### src/rtl/maxnet_pkg.sv
// maxnet_pkg: shared types, constants and helpers for the Maxnet feeder.
//   state_t   - feeder FSM states (COLLECT, LAUNCH, WAIT, RESULT)
//   FP_ZERO   - FP32 +0.0 bit pattern
//   EXP_ALL1  - FP32 exponent value used by Inf/NaN encodings
//   is_nan()  - true for any FP32 NaN (quiet or signalling, either sign)
package maxnet_pkg;

    typedef enum logic [1:0] {
        COLLECT = 2'd0,
        LAUNCH  = 2'd1,
        WAIT    = 2'd2,
        RESULT  = 2'd3
    } state_t;

    localparam logic [31:0] FP_ZERO  = 32'h0000_0000;
    localparam logic [7:0]  EXP_ALL1 = 8'hFF;

    function automatic logic is_nan(input logic [31:0] v);
        return (v[30:23] == EXP_ALL1) && (v[22:0] != 23'd0);
    endfunction

endpackage

### src/rtl/fp32_sanitize.sv
// fp32_sanitize: combinational FP32 clean-up in front of Maxnet.
//   din  [31:0] - raw FP32 word
//   dout [31:0] - +0.0 for any word with the sign bit set (negatives, -0,
//                 -Inf) or any NaN; every other word (including +Inf and
//                 denormals) passes through unchanged.
module fp32_sanitize
    import maxnet_pkg::*;
(
    input  logic [31:0] din,
    output logic [31:0] dout
);

    always_comb begin
        if (din[31] || is_nan(din)) begin
            dout = FP_ZERO;
        end else begin
            dout = din;
        end
    end

endmodule

### src/rtl/maxnet_feeder.sv
// maxnet_feeder: groups a stream of FP32 activations into sets of four,
// sanitizes them, runs one Maxnet pass per set and returns the winner.
//
// Ports
//   clk, rst              - clock (rising edge), synchronous active-high reset
//   in_data/in_valid/in_ready
//                         - activation stream; a word moves on a cycle where
//                           in_valid and in_ready are both 1
//   eps_cfg               - epsilon, sampled together with the 4th word
//   num1..num4, epsilon   - operands presented to Maxnet, stable from launch
//                           until the next set overwrites them
//   mx_start              - one-cycle start pulse to Maxnet
//   mx_max, mx_done       - Maxnet result; only looked at while waiting
//   res_max/res_index/res_err/res_valid/res_ready
//                         - result handshake; a result is consumed on a cycle
//                           where res_valid and res_ready are both 1, and
//                           res_* stay stable while res_valid waits for ready
//
// Handshake rule used on both sides: the producer holds valid and data
// stable until the cycle where ready is also 1; the transfer happens on that
// rising edge. Only one set is ever in flight: input is refused from the 4th
// accepted word until the result has been consumed.
module maxnet_feeder
    import maxnet_pkg::*;
#(
    parameter int TIMEOUT_CYCLES = 1024,
    parameter int TW             = 11
) (
    input  logic        clk,
    input  logic        rst,
    input  logic [31:0] in_data,
    input  logic        in_valid,
    output logic        in_ready,
    input  logic [31:0] eps_cfg,
    output logic [31:0] num1,
    output logic [31:0] num2,
    output logic [31:0] num3,
    output logic [31:0] num4,
    output logic [31:0] epsilon,
    output logic        mx_start,
    input  logic [31:0] mx_max,
    input  logic        mx_done,
    output logic [31:0] res_max,
    output logic [1:0]  res_index,
    output logic        res_err,
    output logic        res_valid,
    input  logic        res_ready
);

    state_t      state;
    logic [1:0]  cnt;
    logic [31:0] slot_q [4];
    logic [31:0] eps_q;
    logic [TW-1:0] wd;

    logic [31:0] san_data;
    logic [1:0]  match_idx;
    logic        match_hit;

    fp32_sanitize u_sanitize (
        .din  (in_data),
        .dout (san_data)
    );

    assign num1    = slot_q[0];
    assign num2    = slot_q[1];
    assign num3    = slot_q[2];
    assign num4    = slot_q[3];
    assign epsilon = eps_q;

    // Scan from slot 3 down so the lowest matching slot is the one left.
    always_comb begin
        match_idx = 2'd0;
        match_hit = 1'b0;
        for (int i = 3; i >= 0; i--) begin
            if (slot_q[i] == mx_max) begin
                match_idx = 2'(i);
                match_hit = 1'b1;
            end
        end
    end

    always_ff @(posedge clk) begin
        if (rst) begin
            state     <= COLLECT;
            cnt       <= 2'd0;
            for (int i = 0; i < 4; i++) slot_q[i] <= FP_ZERO;
            eps_q     <= FP_ZERO;
            mx_start  <= 1'b0;
            res_max   <= FP_ZERO;
            res_index <= 2'd0;
            res_err   <= 1'b0;
            res_valid <= 1'b0;
            wd        <= '0;
            in_ready  <= 1'b1;
        end else begin
            mx_start <= 1'b0;
            case (state)
                COLLECT: begin
                    if (in_valid && in_ready) begin
                        slot_q[cnt] <= san_data;
                        cnt         <= cnt + 2'd1;   // wraps to 0 after slot 3
                        if (cnt == 2'd3) begin
                            eps_q    <= eps_cfg;
                            in_ready <= 1'b0;
                            mx_start <= 1'b1;        // high during LAUNCH
                            state    <= LAUNCH;
                        end
                    end
                end

                LAUNCH: begin
                    wd    <= '0;
                    state <= WAIT;
                end

                WAIT: begin
                    wd <= wd + 1'b1;
                    if (mx_done) begin
                        // done has priority over a coinciding timeout
                        res_max   <= mx_max;
                        res_index <= match_hit ? match_idx : 2'd0;
                        res_err   <= ~match_hit;
                        res_valid <= 1'b1;
                        state     <= RESULT;
                    end else if (wd == TW'(TIMEOUT_CYCLES - 2)) begin
                        // the watchdog reaches TIMEOUT_CYCLES-1 on this edge,
                        // which puts res_valid TIMEOUT_CYCLES cycles after start
                        res_max   <= FP_ZERO;
                        res_index <= 2'd0;
                        res_err   <= 1'b1;
                        res_valid <= 1'b1;
                        state     <= RESULT;
                    end
                end

                RESULT: begin
                    if (res_valid && res_ready) begin
                        res_valid <= 1'b0;
                        in_ready  <= 1'b1;
                        state     <= COLLECT;
                    end
                end

                default: state <= COLLECT;
            endcase
        end
    end

endmodule

### config.mk
export PLATFORM = sky130hd
export DESIGN_NAME = maxnet_feeder
export DESIGN_NICKNAME = d
export VERILOG_FILES = /design/src/rtl/maxnet_pkg.sv /design/src/rtl/fp32_sanitize.sv /design/src/rtl/maxnet_feeder.sv
export SDC_FILE = /design/constraint.sdc
export NUM_CORES = 1
export LEC_CHECK = 0
export CAP_MARGIN = 0
export CELL_PAD_IN_SITES_DETAIL_PLACEMENT = 0
export CELL_PAD_IN_SITES_GLOBAL_PLACEMENT = 1
export CORE_ASPECT_RATIO = 1.2
export CORE_UTILIZATION = 30
export CTS_BUF_LIST = sky130_fd_sc_hd__clkbuf_16
export CTS_CLUSTER_DIAMETER = 120
export DETAILED_ROUTE_END_ITERATION = 8
export PLACE_DENSITY_LB_ADDON = 0.1
export SYNTH_ARGS = -nofsm -noshare
export SYNTH_HDL_FRONTEND = slang
export SYNTH_SLANG_ARGS = --single-unit
### constraint.sdc
create_clock -name clk -period 2.09 [get_ports clk]
set_input_delay 0.3135 -clock clk [delete_from_list [all_inputs] [get_ports clk]]
set_output_delay 0.3135 -clock clk [all_outputs]
set_load 0.1 [all_outputs]
== Yosys cells after proc, flatten, opt, wreduce, memory -nomap -nowiden ==
Memory sizes are Yosys's and may differ from the RTL's.
Cells that the tools add are included.
Operators by class
  bitwise operators: 3
  $add $sub $neg: 2
  equality and inequality tests: 14
  multiplexer cells: 40
  reductions and logical operators: 18
Operators by type and width (count)
  equality test 32 bit: 4
  two-way mux 32 bit: 4
  OR reduction 32 bit: 1
  two-way mux 2 bit: 13
  nonzero test 23 bit: 1
  one-hot mux 11 bit (2 select lines): 1
  two-way mux 1 bit: 19
  adder 11 x 1 -> 11 bit (second input constant): 1
  equality test 11 x 10 -> 1 bit (second input constant): 1
  equality test 8 bit (second input constant): 1
  one-hot mux 2 bit (4 select lines): 1
  AND reduction 4 bit: 2
  nonzero test 2 bit: 4
  equality test 2 bit (second input constant): 3
  != test 2 bit (second input constant): 3
  AND reduction 3 bit: 2
  one-hot mux 1 bit (2 select lines): 2
  AND reduction 2 bit: 2
  logical AND 1 bit: 3
  != test 3 bit (second input constant): 1
  inverter 1 bit: 3
  OR reduction 3 bit: 1
  adder 2 x 1 -> 2 bit (second input constant): 1
  equality test 2 x 1 -> 1 bit (second input constant): 1
  2 further kinds: 2
Storage, ports and cells
  bits in registers: 85
  memories kept: 1
  input bits: 101
  bits in writable memories: 128
Memory list
  slot_q: depth 4, bits a word 32, read ports 4, clocked after memory_dff 0, wr ports 4, RTL line maxnet_feeder.sv:52  | logic [31:0] slot_q [4];

== Logic depth before layout (Yosys ltp) ==
  depth after elaboration: 7
  depth in mapped cells: 9
  depth with buffers taken out: 8

== Hierarchy ==
From an unflattened synthesis, not the netlist that was laid out.
Unflattened totals
  cells, all modules: 939
  area, all modules: 10065.9 um^2
Modules (own cells, without submodules)
  maxnet_feeder: area an instance 9628.0 um^2, cells an instance 885, sequential area each 5545.3 um^2, times used 1
  fp32_sanitize: area an instance 437.9 um^2, cells an instance 54, sequential area each 0.0 um^2, times used 1

== Worst setup path after synthesis ==
Ideal clock, no wire load.
  kind: reg2reg
  from: reg in_ready
  to: mem slot_q[1][0], enable pin
  setup time: 0.377 ns
  data required time: 1.713 ns
  clock period less this slack: 2.333 ns
  cell stages (with the launch flop): 4
  slack: -0.243 ns
  buffers on the path: 1
  arrival: 1.957 ns
  path through: dfxtp_1 and3_1 buf_2 a31o_2
RTL lines
  start: declaration: RTL line maxnet_feeder.sv:33  | output logic in_ready,
  start signal: assignment: RTL line maxnet_feeder.sv:95  | in_ready <= 1'b1;
  start signal: assignment: RTL line maxnet_feeder.sv:105  | in_ready <= 1'b0;
  start signal: assignment: RTL line maxnet_feeder.sv:140  | in_ready <= 1'b1;
  end: declaration: RTL line maxnet_feeder.sv:52

== Worst setup path after layout ==
  from: in mx_max[15]
  to: reg res_index[0]
On the way
  word-level cells in the longest chain between the ends: 7
  elaborated cells between the ends (all ways): 14
  those cells by class: eq/ne: 4; mux: 10
Ends and longest elaborated chain
  start: declaration: RTL line maxnet_feeder.sv:41  | input logic [31:0] mx_max,
  equality test 32 bit: RTL line maxnet_feeder.sv:76  | if (slot_q[i] == mx_max) begin
  two-way mux 2 bit / two-way mux 1 bit (equally long branches) (4 in series): RTL line maxnet_feeder.sv:76
  two-way mux 2 bit *: RTL line maxnet_feeder.sv:122  | res_index <= match_hit ? match_idx : 2'd0;
  two-way mux 2 bit *: RTL line maxnet_feeder.sv:119  | if (mx_done) begin
  end signal: assignment: RTL line maxnet_feeder.sv:122
  end: declaration: RTL line maxnet_feeder.sv:44  | output logic [1:0] res_index,
Mark *: on every way between the ends. The rest lies on a longest branch, timed or not.
A chain may end at the register's enable or synchronous reset.

==> metrics.csv <==
stage,metric,value,unit
cells_and_area,nets,1382,
clocking,Longest Clk Path Bufs,3,
synth,"FF+latch count, synth",213,
floorplanning,die area,32600,sq um
sta,period utilization,99.6,%
drt,WL/cell,21.4,microns
drt,DR vias,7877,
power_and_ir_drop,Worst VDD drop,1.01,mV
clocking,Post-CTS Setup Repair Bufs,0,
sta,final count of hold timing violations,0,
placed_design,placed insts,1648,
placed_design,dpl hpwl,28500,microns
setup_path,CP Buf/Inv Count,4,
cells_and_area,"commonest non-fill, non-tap cell in the layout",buf_4,
setup_path,critical path peak fanout,3,
synth,post-synthesis sequential area ratio,57.9,%
global_routing,first-pass GRT wire length,49900,microns
cells_and_area,number of diodes,0,
global_routing,largest net degree at the start of global routing,80,
power_and_ir_drop,pwr/cell area,1070,nW/um^2
setup_path,Crit path max-delay family,buffers and inverters,
placed_design,"worst slack, placed",-0.590,ns
sta,fin. max-slew vios,0,
sta,Setup Viol. Count Final,0,
synth,syn avg cell area,10.7,sq um
global_routing,vias in the first global route,7683,
placed_design,Buffers on Ports,298,
placed_design,Routability Congestion,0.831,
global_routing,antenna violations before repair,0,
global_routing,total gr overflow,0,
drt,post-route ant nets,0,
floorplanning,Die Y,198,microns
cells_and_area,Area Growth Syn to Fin,49.4,%
power_and_ir_drop,Pwr Total,15.3,mW
setup_path,Setup Crit Path Kind,primary input to flop,
clocking,Sinks on Clock Net,213,
power_and_ir_drop,static leakage,5.63,nW
setup_path,slowest CP cell,clkdlybuf4s50_1,
global_routing,All-Layer GR Usage,21.5,%
cells_and_area,Post-Layout Cell Count,1693,
clocking,CTS tree,built,
setup_path,Crit path top cell by count,buf_4,
sta,worst setup margin,0.00907,ns
setup_path,cell chain of the critical path,"clkdlybuf4s50_1, xnor2_1, buf_4, nand4_1, nor4_4, buf_4, nand2_1, buf_4, o21ai_1, a22o_1",
synth,YS warnings,0,
synth,post-synth cell types,38,
setup_path,critical path endpoint category,flop,
sta,RSZ-0062 raised after global routing,true,
floorplanning,Top Ports,299,
floorplanning,Initial Util,30.5,%
clocking,H-tree lvl count,1,
drt,drt total wl,36200,microns
cells_and_area,share of cells above drive strength 1,29.5,%
setup_path,Worst Setup Start Kind,primary input,
setup_path,CP required,2.55,ns
setup_path,Worst path max stage delay,0.66,ns
floorplanning,Die Wd,165,microns
min_path,worst min path class,primary input to flop,
sta,worst clock skew,0.0103,ns
drt,DRC,0,
clocking,clock latency on the worst-skew pair,0.52,ns
drt,DRT Pass-1 Iters,5,
drt,initial DRC count,485,
floorplanning,FP Rows,71,
clocking,Root Driver,clkbuf_16,
sta,FMAX,0.481,GHz
drt,vias per inst,4.65,
outcome,status,finished clean,
clocking,clock-pin slew on the worst setup and hold paths,0.06,ns
synth,Syn Std Cell Area,9570,sq um
sta,crit path time final,2.08,ns
sta,TNS Setup,0,ns
setup_path,"Arr. time, crit path",2.54,ns
cells_and_area,"commonest cells after routing, fill and taps aside","buf_4 (312), edfxtp_1 (128), and2_1 (126)",
flow_run,max_cap viols,0,
clocking,CTS Buf Count,25,
floorplanning,core area,31400,sq um
synth,Mapped Cells,891,
## routing by layer
layer	part of all wire (%)	track usage (%)	vias up	routed length [microns]
li1	-	-	3787	-
met1	40	26.5	3755	14400
met2	51	37.9	276	18300
met3	6.1	2.66	59	2190
met4	3.7	8.46	0	1320
met5	0	0	-	0
## worst paths after layout
| check | startpoint | end | slack (ns) | cells after the start |
|---|---|---|---|---|
| min | in_data[20] | slot_q[3][20]$_DFFE_PP_ | 0.25 | 2 |
| min reg2reg | res_max[22]$_SDFFE_PP0P_ | res_max[22]$_SDFFE_PP0P_ | 0.45 | 2 |
| max | mx_max[15] | res_index[0]$_SDFFE_PP0P_ | 0.009 | 10 |
| max reg2reg | slot_q[3][15]$_DFFE_PP_ | res_index[0]$_SDFFE_PP0P_ | 0.05 | 9 |
## power by group
group	switching, mW	internal (mW)	total (mW)
clock	1.78	2.55	4.32
combinational	4.09	1.44	5.53
sequential	0.435	4.98	5.42
## registers in the layout, summed over array words and instances (netlist names)
name       flops
res_valid      1
res_index      2
in_ready       1
state          2
res_err        1
epsilon       32
slot_q       128
wd            11
mx_start       1
res_max       32
cnt            2
## synthesized netlist by cell type (all sizes together)
cell type  instances  area share, %
a211oi             4           0.37
a21boi             1          0.078
a21o               1          0.078
a21oi             73            3.8
a22o               1          0.091
a31o               4           0.37
a32o               2           0.21
a41oi              1          0.091
and2             126            8.2
and3               4           0.26
and4               1          0.091
buf                8           0.46
clkbuf            67            2.6
conb               1          0.039
dfxtp             85             18
edfxtp           128             40
ha                 7           0.91
inv                9           0.35
nand2            109            4.3
nand2b             1           0.14
nand3             36            1.9
nand4             37            2.5
nor2              17           0.67
nor2b              2           0.21
nor3               4           0.21
nor4              14           0.91
o21ai              6           0.31
o311a              1           0.12
o41a               1           0.12
or2                1          0.065
or3                4           0.26
xnor2            124             11
xor2              11            1.0
## through the flow
stage	utilization [%]	hold WS [ns]	area, sq um
floorplan	-	0.450	9590
global placement	42.9	0.441	13500
detailed placement	42.9	0.446	13500
CTS	45.5	0.297	14300
global route	45.6	0.263	14300
finish	45.6	0.249	14300
## logic make-up after synthesis
logic type / count (synthesis) / synth area share, %
AOI/OAI and AO/OA: 95 / 5.65
xor gates and xnor gates: 135 / 12.3
adders and majority gates: 7 / 0.915
buffers and inverters: 84 / 3.44
DFF: 213 / 57.9
other: 1 / 0.0392
and+or+nand+nor: 356 / 19.7
## final cells by class
type / count / area (sq um)
multi-input cells: 597 / 3750
repair buffers: 428 / 3660
clock buffers: 25 / 626
flip-flops and latches: 213 / 5550
well taps: 401 / 502
fillers: 3063 / 17100
inverters: 9 / 33.8
clock inverters: 20 / 178
## worst reg2reg max path, stage by stage (launching register included)
cell and delay [ns]:
edfxtp_1 0.41, xnor2_1 0.15, buf_4 0.17, nand4_1 0.22, nor4_4 0.40, buf_4 0.16, nand2_1 0.08, buf_4 0.15
o21ai_1 0.12, a22o_1 0.12
## timing repair
action / CTS / global route
hold buffers: 0 / 0
gates resized for setup: 3 / 5
setup endpoints to repair: 1 / 32
pin swaps: 0 / 0
(Power assumes the default switching activity.)
